==> src/rtl/mem_arbiter.sv <==
// mem_arbiter: shares one pipelined memory port between I-cache block reads and
// D-cache block reads / single-word writes, granting one whole transaction at a time.
module mem_arbiter #(
  parameter int ADDR_W = 16,
  parameter int DATA_W = 16,
  parameter int WORDS  = 8
) (
  input  logic                     clk,
  input  logic                     rst,
  input  logic                     i_req,
  input  logic [ADDR_W-1:0]        i_addr,
  input  logic                     d_req,
  input  logic                     d_wr,
  input  logic [ADDR_W-1:0]        d_addr,
  input  logic [DATA_W-1:0]        d_wdata,
  input  logic [DATA_W-1:0]        mem_data,
  input  logic                     mem_data_valid,
  output logic                     mem_en,
  output logic                     mem_wr,
  output logic [ADDR_W-1:0]        mem_addr,
  output logic [DATA_W-1:0]        mem_wdata,
  output logic                     i_grant,
  output logic                     d_grant,
  output logic [DATA_W-1:0]        fill_data,
  output logic                     i_data_valid,
  output logic                     d_data_valid,
  output logic [$clog2(WORDS)-1:0] fill_word,
  output logic                     i_done,
  output logic                     d_done
);
  localparam int IDX_W = $clog2(WORDS);
  localparam int CNT_W = IDX_W + 1;
  localparam logic [CNT_W-1:0] ISS_END  = CNT_W'(WORDS);
  localparam logic [IDX_W-1:0] RET_LAST = IDX_W'(WORDS - 1);

  typedef enum logic [1:0] {IDLE, I_RD, D_RD, D_WR} state_t;

  state_t            state, state_nxt;
  logic [CNT_W-1:0]  iss_cnt, iss_cnt_nxt;
  logic [IDX_W-1:0]  ret_cnt, ret_cnt_nxt;
  logic [ADDR_W-1:0] base;
  logic              last_d, last_d_nxt;
  logic              pick_i, pick_d;

  // Block base: byte address with the word-in-block and byte-in-word bits cleared.
  function automatic logic [ADDR_W-1:0] block_base(input logic [ADDR_W-1:0] a);
    return a & ~ADDR_W'((1 << (IDX_W + 1)) - 1);
  endfunction

  function automatic logic [ADDR_W-1:0] word_addr(input logic [ADDR_W-1:0] b,
                                                  input logic [CNT_W-1:0]  n);
    return b + ADDR_W'({n, 1'b0});
  endfunction

  // On a tie the requester that did not own the last transaction wins.
  assign pick_d = d_req && (!i_req || !last_d);
  assign pick_i = i_req && !pick_d;

  assign fill_data = mem_data;

  always_ff @(posedge clk or negedge rst) begin
    if (!rst) begin
      state   <= IDLE;
      iss_cnt <= '0;
      ret_cnt <= '0;
      last_d  <= 1'b0;
    end else begin
      state   <= state_nxt;
      iss_cnt <= iss_cnt_nxt;
      ret_cnt <= ret_cnt_nxt;
      last_d  <= last_d_nxt;
    end
  end

  always_ff @(posedge clk) begin
    if (state == IDLE) base <= block_base(pick_d ? d_addr : i_addr);
  end

  always_comb begin
    state_nxt    = state;
    iss_cnt_nxt  = iss_cnt;
    ret_cnt_nxt  = ret_cnt;
    last_d_nxt   = last_d;
    mem_en       = 1'b0;
    mem_wr       = 1'b0;
    mem_addr     = '0;
    mem_wdata    = '0;
    i_grant      = 1'b0;
    d_grant      = 1'b0;
    i_data_valid = 1'b0;
    d_data_valid = 1'b0;
    fill_word    = '0;
    i_done       = 1'b0;
    d_done       = 1'b0;
    case (state)
      IDLE: begin
        iss_cnt_nxt = '0;
        ret_cnt_nxt = '0;
        if (pick_d)      state_nxt = d_wr ? D_WR : D_RD;
        else if (pick_i) state_nxt = I_RD;
      end
      I_RD, D_RD: begin
        i_grant = (state == I_RD);
        d_grant = (state == D_RD);
        if (iss_cnt < ISS_END) begin
          mem_en      = 1'b1;
          mem_addr    = word_addr(base, iss_cnt);
          iss_cnt_nxt = iss_cnt + CNT_W'(1);
        end
        if (mem_data_valid) begin
          i_data_valid = i_grant;
          d_data_valid = d_grant;
          fill_word    = ret_cnt;
          ret_cnt_nxt  = ret_cnt + IDX_W'(1);
          if (ret_cnt == RET_LAST) begin
            i_done     = i_grant;
            d_done     = d_grant;
            last_d_nxt = d_grant;
            state_nxt  = IDLE;
          end
        end
      end
      D_WR: begin
        d_grant    = 1'b1;
        mem_en     = 1'b1;
        mem_wr     = 1'b1;
        mem_addr   = d_addr;
        mem_wdata  = d_wdata;
        d_done     = 1'b1;
        last_d_nxt = 1'b1;
        state_nxt  = IDLE;
      end
      default: state_nxt = IDLE;
    endcase
  end
endmodule

==> config.mk <==
export PLATFORM = sky130hd
export DESIGN_NAME = mem_arbiter
export DESIGN_NICKNAME = d
export VERILOG_FILES = /design/src/rtl/mem_arbiter.sv
export SDC_FILE = /design/constraint.sdc
export NUM_CORES = 1
export LEC_CHECK = 0
export ABC_AREA = 1
export ABC_CLOCK_PERIOD_IN_PS = 4900
export CAP_MARGIN = 20
export CORE_MARGIN = 10
export CORE_UTILIZATION = 35
export CTS_BUF_LIST = sky130_fd_sc_hd__clkbuf_4 sky130_fd_sc_hd__clkbuf_8 sky130_fd_sc_hd__clkbuf_16
export CTS_CLUSTER_SIZE = 25
export DETAILED_ROUTE_END_ITERATION = 12
export PLACE_DENSITY = 0.95
export REMOVE_ABC_BUFFERS = 1
export SYNTH_ARGS = -nofsm -noshare
export SYNTH_HDL_FRONTEND = slang
export SYNTH_SLANG_ARGS = --single-unit
==> constraint.sdc <==
create_clock -name clk -period 4.9 [get_ports clk]
set_input_delay 1.47 -clock clk [delete_from_list [all_inputs] [get_ports clk]]
set_output_delay 1.47 -clock clk [all_outputs]
set_load 0.01 [all_outputs]
# [Word level (Yosys, flattened, before mapping)]
# Cells that the tools add are included.
[totals] in_bits=70 out_inout_bits=59 reg_bits=22 word_cells=65
[op_classes] muxes=34 reduce_logical=14 add_sub_neg=3 magnitude_cmp=1 eq_ne=8
[ops] operator="two-way mux 16 bit" count=3
[ops] operator="one-hot mux 16 bit (2 select lines)" count=1
[ops] operator="adder 16 x 5 -> 16 bit" count=1
[ops] operator="two-way mux 1 bit" count=15
[ops] operator="two-way mux 3 bit" count=3
[ops] operator="two-way mux 2 bit" count=4
[ops] operator="one-hot mux 1 bit (2 select lines)" count=4
[ops] operator="one-hot mux 4 bit (2 select lines)" count=1
[ops] operator="inequality test 2 bit, second input constant" count=3
[ops] operator="one-hot mux 2 bit (3 select lines)" count=1
[ops] operator="one-hot mux 3 bit (2 select lines)" count=1
[ops] operator="AND reduction 3 bit" count=2
[ops] operator="adder 4 x 1 -> 4 bit, second input constant" count=1
[ops] operator="== test 2 bit, second input constant" count=2
[ops] operator="less-than comparator 4 bit, second input constant" count=1
[ops] operator="two-way mux 4 bit" count=1
[ops] operator="AND reduction 2 bit" count=2
[ops] operator="nonzero test 2 bit" count=2
[ops] operator="adder 3 x 1 -> 3 bit, second input constant" count=1
[ops] operator="== test 3 bit, second input constant" count=1
[ops] operator="zero test 1 bit" count=3
[ops] operator="inequality test 3 bit, second input constant" count=1
[ops] operator="== test 2 x 1 -> 1 bit, second input constant" count=1
[ops] operator="logical AND 1 bit" count=2
[ops] operator="other kinds (3)" count=3

# [Longest topological paths before layout]
# Gate-level depths: netlist of the first run.
[depth] word_depth=8 ltp_mapped=9 mapped_depth_nobuf=8

# [Worst setup path before layout of the first run]
# OpenSTA, ideal clock, no wires.
[synth_timing] path_kind="input port to output port" startpoint="in mem_data_valid" endpoint="out d_done" path_slack_ns=1.336 n_path_buf=0 required_time_ns=3.430 arrival_ns=2.094 stages=4 cell_sequence="nand2_1 nor2_1 nand2_1 a21oi_1"
[synth_between] elab_chain_cells=2
[synth_rtl] element="start, declared" line_no="17" rtl="input logic mem_data_valid,"
[synth_rtl] element="two-way mux 1 bit" line_no="110" rtl="if (mem_data_valid) begin"
[synth_rtl] element="one-hot mux 1 bit (2 select lines)" line_no="95" rtl="case (state)"
[synth_rtl] element="end, declared" line_no="29" rtl="output logic d_done"
# No other way between the ends.

# [Final worst setup path of the first run]
# Same ends and word-level chain as after synthesis.

==> qor.yml, run 1 <==
dp_slack_ns: 0.318
ant_nets: 0
hp-class: "register to register"
utilization_pct: 56.3
cpPeakStageDelay_ns: 0.57
grt.overflow.total: 0
setup_tns_ns: 0
yosysUniqueCellTypes: 20
vias_per_cell: 4.87
required_ns: 3.43
drc: 0
maxSlewHeadroom_pct: 56.2
worst_pin_slew_ns: 0.657
grtUsageTotal_pct: 14.1
run_status: "finished clean"
numClockSinks: 22
synth_top_family_by_area: "simple AND/OR/NAND/NOR gates"
path_cells: "clkdlybuf4s50_1 > nand2_1 > nor2_1 > nand2_1 > a21oi_1 > clkdlybuf4s50_1"
nFillCells: 397
slowest_stage: "clkdlybuf4s50_1"
ir_drop_mv: 0.169
worst_setup_path_end_kind: "primary output"
place.gp.congestion: 0.751
grt_pass1_vias: 1826
coreArea_um2: 4470
synth_mux_area_share_pct: 0
synth-edff-count: 12
drt-met1-wl_um: 2180
swShare_pct: 43.2
synth-simple-area-share_pct: 29.9
cts_made_buffers: 3
worstHoldEndpoint: "last_d"
clk_latency_ns: 0.26
holdCritStartpoint: "last_d"
hold_buffers: 0
p_per_area_nw_per_um2: 450
synth_compound_area_share_pct: 8.31
wl_met2_um: 2630
worst_slack_ns: 0.317
synth-seq-cells: 22
crit_arrival_ns: 3.11
dp_hpwl_um: 4470
synth_cells: 240
die_h_um: 88.8
cts-resized-gates: 0
cp_num_buf_inv: 2
final_cell_area_um2: 2520
fin_crit_sh_pct: 93.5
chipWidth_um: 88.8
yosys.area.top_type: "edfxtp_1"
die-area_um2: 7880
post-cts-setup-buffers: 0
avgSynthCellArea_um2: 6.90
synth_most_common_cell: "nand2_1"
rsz0062_at_grt: "false"
ff2ff_path_depth: 5
grt_first_pass_wirelength_um: 8800
synth_area_um2: 1660
seq_area_frac_synth_pct: 36.9
switchingPower_uw: 490
p_clk_share_pct: 10.3
yosys_warnings: 0
h-tree-depth: 1
drt-total-wl_um: 5570
drt-pass1-iter-count: 4
io_pins: 129
port_buffers: 92
max_freq_ghz: 0.218
reg2reg_to: "iss_cnt[0]"
fin_skew_ns: 0.00943
netlist_top_cells_count: "nand2_1 (95), inv_1 (30), a21oi_1 (20)"
p_leak_uw: 0.00118
layout.cells.non_filler: 362
syn_to_final_growth_pct: 52.2
critPathLaunchType: "primary input"
async_flop_share_pct: 45.5
start_util_pct: 37.0
critical_path_class: "primary input to primary output"
drv_slew: 0
cts_root_buf: "clkbuf_8"
combPwrFrac_pct: 61.2
pwr-share-seq_pct: 28.5
num_vias: 1763
hold_violations: 0
wl_per_cell_um: 15.4
dr_wl_met3_um: 724
synthAdderAreaFrac_pct: 6.80
synth_flop_cell: "edfxtp_1"
multiInputGateArea_um2: 746
hold_depth: 2
power.internal_uw: 644
row_count: 24
cts_tree: "yes"
drtIter0Drc: 112
antenna_found_initial: 0
synth_area_leaders: "edfxtp_1 (22%), nand2_1 (22%), dfrtp_1 (15%)"
num-nets-final: 390
clockBufferDepth: 2
yosysTopAreaCellShare_pct: 21.8
dp_cells: 358
layout-drive-gt1-share_pct: 2.58
antenna_cells: 0
timing.rr.start: "state[1]"
drv_cap: 0
top_layer: "met4"
crit_family: "buffers and inverters"
regArea_um2: 611
dpl_cell_area_um2: 2470
setup_viol: 0
final.min_clock_period_ns: 4.58
clkTransAtPathRegs_ns: 0.08
grt_max_degree: 26
path_max_fanout: 7
synth-xor-area-share_pct: 0
reg2reg_setup_slack_ns: 3.07
worst reg2reg max path: cells and delay by family, from the launching register on:
kind	cells	cell delay [ns]
fa+ha+maj	1	0.60
flops	1	0.42
simple gates	1	0.30
compound gates	2	0.25
buf+inv	1	0.13
placed cells by master (no fill, tap or decap), types with 2 or more instances in the layout:
| cell type | n |
|---|---|
| nor2_1 | 7 |
| buf_4 | 2 |
| o21ai_0 | 5 |
| edfxtp_1 | 12 |
| inv_1 | 30 |
| a21oi_1 | 20 |
| ha_1 | 9 |
| clkdlybuf4s50_1 | 92 |
| nand2_1 | 95 |
| clkbuf_8 | 3 |
| nand3_1 | 19 |
| dfrtp_1 | 10 |
worst max-delay path by stage:
stage | startpoint | slack [ns] | end | cells past startpoint
2_1_floorplan | mem_data_valid | 1.34 | d_done | 4
3_3_place_gp | mem_data_valid | 0.36 | d_done | 6
3_5_place_dp | mem_data_valid | 0.32 | d_done | 6
4_1_cts | mem_data_valid | 0.32 | d_done | 6
5_1_grt | mem_data_valid | 0.20 | d_done | 6
6_report | mem_data_valid | 0.32 | d_done | 6
metrics by stage:
| step | hold slack [ns] | total power, uW |
|---|---|---|
| floorplan | 0.448 | 694 |
| global placement | 0.470 | 1000 |
| detailed placement | 0.473 | 1030 |
| CTS | 0.493 | 1150 |
| global route | 0.519 | 1250 |
| finish | 0.494 | 1130 |
final cells by class:
type	count	area share, %
clock inverter	1	0.149
clock buffer	3	1.64
tap	52	2.58
timing repair buffer	94	37.2
sequential	22	24.2
inverter	31	4.62
multi-input combinational	159	29.6
registers in the layout, indices dropped and copies added (netlist names):
register  count
base         12
iss_cnt       4
ret_cnt       3
state         2
last_d        1
routing by layer:
layer	vias up	GRT usage [%]
li1	867	-
met4	0	2.94
met3	4	7.08
met1	799	14.6
met5	-	0
met2	93	24.9
kinds of logic (layout without fill, tap and decap cells):
family          count (synthesis)  after routing
compound gates                 27             27
buf+inv                        59            129
simple gates                  123            123
fa+ha+maj                       9              9
flops                          22             22
power groups by stage:
stage	logic (uW)	clock network (uW)	registers (uW)
2_1_floorplan	375	0	319
3_3_place_gp	679	0	324
3_5_place_dp	704	0	326
4_1_cts	706	119	323
5_1_grt	786	127	335
6_report	694	117	323
Power figures use the tool's default switching activity.
==> run 2, diff against run 1 <==
--- a/config.mk
+++ b/config.mk
@@ -9,3 +9,2 @@
 export ABC_CLOCK_PERIOD_IN_PS = 4900
-export CAP_MARGIN = 20
 export CORE_MARGIN = 10
==> constraint.sdc (replaced) <==
create_clock -name clk -period 4.9 [get_ports clk]
set_input_delay 0.98 -clock clk [delete_from_list [all_inputs] [get_ports clk]]
set_output_delay 0.98 -clock clk [all_outputs]
set_load 0.01 [all_outputs]
==> run 2 against run 1 <==
Net effect:
- flip-flop and latch count unchanged
- utilization is 0.084 points higher
- hold slack better by 0.012 ns
- first-iteration DRC count fell by 19%
- clock power is 6% higher
- critical endpoint is now d_grant
- largest cell class unchanged
- largest power group unchanged
- highest routed layer unchanged
==> qor.yml, run 2 (synthesis results as in run 1) <==
worst_setup_path_end_kind: "primary output"  # unchanged
grt_pass1_vias: 1726  # was 1826
required_ns: 3.92  # was 3.43 ns
setup_viol: 0  # unchanged
numClockSinks: 22  # unchanged
ant_nets: 0  # unchanged
grt_max_degree: 36  # was 26
drt-pass1-iter-count: 4  # unchanged
ff2ff_path_depth: 5  # unchanged
reg2reg_to: "iss_cnt[0]"  # unchanged
drtIter0Drc: 91  # was 112
coreArea_um2: 4470  # unchanged
cp_num_buf_inv: 2  # unchanged
setup_tns_ns: 0  # unchanged
largest_reg_flops: 12  # unchanged
combPwrFrac_pct: 61.0  # was 61.2%
clkTransAtPathRegs_ns: 0.08  # about the same
drc: 0  # unchanged
drv_slew: 0  # unchanged
p_per_area_nw_per_um2: 456  # was 450 nW/um^2
largestRegisters: "base (12), iss_cnt (4), ret_cnt (3)"  # unchanged
max_freq_ghz: 0.271  # was 0.218 GHz
cts_root_buf: "clkbuf_8"  # unchanged
final.min_clock_period_ns: 3.68  # was 4.58 ns
place.gp.congestion: 0.766  # was 0.751
nFillCells: 396  # was 397
dp_hpwl_um: 4390  # was 4470 um
h-tree-depth: 1  # unchanged
power.internal_uw: 658  # was 644 uW
regArea_um2: 611  # unchanged
layout-drive-gt1-share_pct: 2.90  # was 2.58%
pwr-share-seq_pct: 28.2  # was 28.5%
num-nets-final: 390  # unchanged
hold_buffers: 0  # unchanged
swShare_pct: 42.8  # was 43.2%
layout_commonest_cell: "nand2_1"  # unchanged
fin_crit_sh_pct: 75.2  # was 93.5%
start_util_pct: 37.0  # unchanged
worstHoldEndpoint: "last_d"  # unchanged
hold_violations: 0  # unchanged
crit_arrival_ns: 2.70  # was 3.11 ns
p_leak_uw: 0.00118  # about the same
cts_made_buffers: 3  # unchanged
slowest_stage: "ha_1"  # was clkdlybuf4s50_1
hold_depth: 2  # unchanged
row_count: 24  # unchanged
final_cell_mix: "nand2_1 (95), clkdlybuf4s50_1 (92), inv_1 (30), a21oi_1 (20), nand3_1 (19)"  # unchanged
critPathLaunchType: "register"  # was primary input
p_clk_share_pct: 10.7  # was 10.3%
hp-class: "register to register"  # unchanged
top_register: "base"  # unchanged
path_max_fanout: 35  # was 7
wl_per_cell_um: 15.4  # about the same
dp_cells: 358  # unchanged
layout.cells.non_filler: 362  # unchanged
cts_tree: "yes"  # unchanged
die_h_um: 88.8  # unchanged
rsz0062_at_grt: "false"  # unchanged
total_power_uw: 1150  # was 1130 uW
chipWidth_um: 88.8  # unchanged
path_cells: "ha_1 > inv_1 > a21oi_1 > clkdlybuf4s50_1"  # was clkdlybuf4s50_1 > nand2_1 > nor2_1 > nand2_1 > a21oi_1 > clkdlybuf4s50_1
num_vias: 1728  # was 1763
clk_latency_ns: 0.26  # about the same
run_status: "finished clean"  # unchanged
cpPeakStageDelay_ns: 0.97  # was 0.57 ns
antenna_found_initial: 0  # unchanged
holdCritStartpoint: "last_d"  # unchanged
fin_skew_ns: 0.00161  # was 0.00943 ns
syn_to_final_growth_pct: 52.4  # was 52.2%
grt.overflow.total: 0  # unchanged
crit_family: "adder cells"  # was buffers and inverters
multiInputGateArea_um2: 746  # unchanged
port_buffers: 92  # unchanged
switchingPower_uw: 493  # was 490 uW
post-cts-setup-buffers: 0  # unchanged
antenna_cells: 0  # unchanged
io_pins: 129  # unchanged
drt-total-wl_um: 5570  # about the same
vias_per_cell: 4.77  # was 4.87
grtUsageTotal_pct: 13.3  # was 14.1%
cts-resized-gates: 0  # unchanged
timing.rr.start: "state[1]"  # unchanged
die-area_um2: 7880  # unchanged
reg2reg_setup_slack_ns: 2.63  # was 3.07 ns
clockBufferDepth: 2  # unchanged
ir_drop_mv: 0.192  # was 0.169 mV
worst_pin_slew_ns: 1.19  # was 0.657 ns
maxSlewHeadroom_pct: 20.8  # was 56.2%
drv_cap: 0  # unchanged
grt_first_pass_wirelength_um: 8450  # was 8800 um
critical_path_class: "register to primary output"  # was primary input to primary output
[run 2: final cells by class]
cell class	count	area share [%]
Tap cell	52	2.58
Timing Repair Buffer	94	37.1
Sequential cell	22	24.2
Multi-Input combinational cell	159	29.6
Inverter	31	4.61
Clock buffer	4	1.93
[run 2: power by group through the flow]
stage	clock network, uW	logic (uW)	registers, uW
after floorplan	0	375	319
after global routing	131	779	336
after global placement	0	688	324
final	124	703	325
after detailed placement	0	711	330
after CTS	124	715	326
[run 2: worst register-to-register path, stage by stage (launching register included)]
cell	delay (ns)
dfrtp_1	0.42
inv_1	0.13
ha_1	0.91
nand2_1	0.39
a21oi_1	0.24
a21oi_1	0.06
[run 2: how the worst max path moves through the flow]
stage / from / endpoint / cells after the start
finish: state[0] / d_grant / 4
global route: state[0] / d_grant / 4
CTS: state[0] / d_done / 4
detailed placement: mem_data_valid / d_done / 6
global placement: mem_data_valid / d_done / 6
floorplan: mem_data_valid / d_done / 4
[run 2: through the flow]
stage | setup WS [ns] | cell area [um^2] | hold slack, ns | utilization (%)
final | 1.22 | 2520 | 0.506 | 56.4
after detailed placement | 1.27 | 2470 | 0.485 | 55.3
after CTS | 1.20 | 2520 | 0.505 | 56.4
after global placement | 1.33 | 2470 | 0.472 | 55.3
after floorplan | 2.32 | 1470 | 0.448 | -
after global routing | 0.982 | 2520 | 0.524 | 56.4
[run 2: per-layer routing]
metal	GRT usage, %	up-vias	routed length [um]
li1	-	866	-
met1	14.5	776	2290
met2	22.9	84	2520
met3	6.43	2	744
met4	2.20	0	13
met5	1.95	-	0
==> run 3, diff against run 2 <==
ABC_CLOCK_PERIOD_IN_PS = 3300   (was 4900)
CORE_UTILIZATION = 30   (was 35)
PLACE_DENSITY = 0.88   (was 0.95)
clock period = 3.3 ns   (was 4.9 ns; I/O delays follow)
==> run 3 against run 2 <==
Net effect:
- non-clock buffer count rose by 2
- power up 49%
- register-to-register slack got worse by 1.0 ns
- final area rose by 1.9%
- combinational power increased by 49%
- clock skew grew 0.0017 ns
- sequential share of layout area shrank 0.46 points
- final cell count rose by 5.8%
- flip-flop and latch count stayed put
- critical endpoint is now mem_addr[2]
- via count increased by 1.1%
- critical path depth increased by 3
==> qor.yml, run 3 (synthesis results as in run 1) <==
run_status: "finished clean"  # unchanged
p_leak_uw: 0.00120  # was 0.00118 uW
chipWidth_um: 94.3  # was 88.8 um
path_cells: "inv_1 > ha_1 > inv_2 > nor2_4 > nand2_1 > a21oi_1 > clkdlybuf4s50_1"  # was ha_1 > inv_1 > a21oi_1 > clkdlybuf4s50_1
clockBufferDepth: 2  # unchanged
antenna_cells: 0  # unchanged
setup_tns_ns: 0  # unchanged
syn_to_final_growth_pct: 55.3  # was 52.4%
worst_setup_path_end_kind: "primary output"  # unchanged
hold_buffers: 0  # unchanged
setup_viol: 0  # unchanged
p_per_area_nw_per_um2: 668  # was 456 nW/um^2
io_pins: 129  # unchanged
worst_pin_slew_ns: 0.530  # was 1.19 ns
maxSlewHeadroom_pct: 64.6  # was 20.8%
layout.cells.non_filler: 383  # was 362
rsz0062_at_grt: "false"  # unchanged
layout-drive-gt1-share_pct: 3.83  # was 2.90%
cts_made_buffers: 3  # unchanged
hold_violations: 0  # unchanged
die-area_um2: 8890  # was 7880 um^2
required_ns: 2.64  # was 3.92 ns
h-tree-depth: 1  # unchanged
clkTransAtPathRegs_ns: 0.08  # about the same
post-cts-setup-buffers: 0  # unchanged
largest_reg_flops: 12  # unchanged
start_util_pct: 31.6  # was 37.0%
dp_hpwl_um: 4360  # was 4390 um
num-nets-final: 393  # was 390
numClockSinks: 22  # unchanged
grtUsageTotal_pct: 11.5  # was 13.3%
drt-total-wl_um: 5660  # was 5570 um
top_register: "base"  # unchanged
drc: 0  # unchanged
drtIter0Drc: 74  # was 91
place.gp.congestion: 0.765  # was 0.766
antenna_found_initial: 0  # unchanged
drt-pass1-iter-count: 4  # unchanged
fin_crit_sh_pct: 91.9
crit_arrival_ns: 2.37  # was 2.70 ns
drv_cap: 0  # unchanged
largestRegisters: "base (12), iss_cnt (4), ret_cnt (3)"  # unchanged
layout_commonest_cell: "nand2_1"  # unchanged
cts_root_buf: "clkbuf_8"  # unchanged
row_count: 26  # was 24
clk_latency_ns: 0.26  # about the same
wl_per_cell_um: 14.8  # was 15.4 um
num_vias: 1747  # was 1728
slowest_stage: "clkdlybuf4s50_1"  # was ha_1
grt.overflow.total: 0  # unchanged
dp_cells: 378  # was 358
max_freq_ghz: 0.330
cts_tree: "yes"  # unchanged
fin_skew_ns: 0.00330  # was 0.00161 ns
vias_per_cell: 4.56  # was 4.77
hp-class: "register to register"  # unchanged
ant_nets: 0  # unchanged
final_cell_mix: "nand2_1 (95), clkdlybuf4s50_1 (92), inv_1 (30), a21oi_1 (20), nand3_1 (19)"  # unchanged
drv_slew: 0  # unchanged
final.min_clock_period_ns: 3.03
critical_path_class: "register to primary output"  # unchanged
critPathLaunchType: "register"  # unchanged
cpPeakStageDelay_ns: 0.55  # was 0.97 ns
path_max_fanout: 10  # was 35
grt_pass1_vias: 1637  # was 1726
die_h_um: 94.3  # was 88.8 um
port_buffers: 92  # unchanged
total_power_uw: 1720  # was 1150 uW
dp_slack_ns: 0.357  # was 1.27 ns
coreArea_um2: 5240  # was 4470 um^2
grt_max_degree: 28  # was 36
grt_first_pass_wirelength_um: 8240  # was 8450 um
worst_slack_ns: 0.269  # was 1.22 ns
ir_drop_mv: 0.345  # was 0.192 mV
## run 3: cell count changes in the layout (fill, tap and decap cells not counted), sizes merged
| cell | before | now |
|---|---|---|
| buf | 2 | 4 |
| nor2 | 8 | 9 |
## run 3: final timing paths
kind | startpoint | end | slack [ns] | depth (start not counted)
min | last_d | last_d | 0.50 | 2
min reg2reg | last_d | last_d | 0.50 | 2
max reg2reg | last_d | base[8] | 1.60 | 4
max | state[0] | mem_addr[2] | 0.27 | 7
max in group asynchronous | rst | iss_cnt[0] | 2.26 | 1
min in group asynchronous | rst | iss_cnt[1] | 0.72 | 1
## run 3: cell type report
class,instances,area [um^2]
fillers,518,2670
repair buffers,96,951
multi-input cells,160,757
flip-flops and latches,22,611
inverters,31,116
well taps,70,87.6
clock buffers,4,48.8
## run 3: what timing repair did
item,4_1_cts,5_1_grt
resized for setup,0,1
hold endpoints to repair,0,0
endpoints found under the setup margin,0,15
## run 3: stage by stage
step,util (%),hold slack [ns],cell area (um^2)
after floorplan,-,0.364,1470
after global placement,47.9,0.470,2510
after detailed placement,47.9,0.476,2510
after CTS,48.9,0.498,2560
after global routing,49.1,0.521,2570
final,49.1,0.504,2570
## run 3: power by group
part	total, uW	internal, uW	switching, uW
clock	181	94.3	86.5
combinational	1050	458	596
sequential	482	423	59.5
## run 3: layer usage
layer  up-vias  global-route usage (%)  routed length, um
met5         -                       0                  0
met4         0                    2.66                 19
met3         2                    6.08                727
met2        87                    17.7               2480
met1       786                    13.8               2440
li1        872                       -                  -
## run 3: worst max-delay path, delay by kind of cell, from the launching register on
family / cells / cell delay [ns]
buffers and inverters: 3 / 0.77
flip-flops: 1 / 0.43
AND/OR/NAND/NOR: 2 / 0.40
adder cells (fa/ha/maj): 1 / 0.39
AO/OA/AOI/OAI: 1 / 0.14
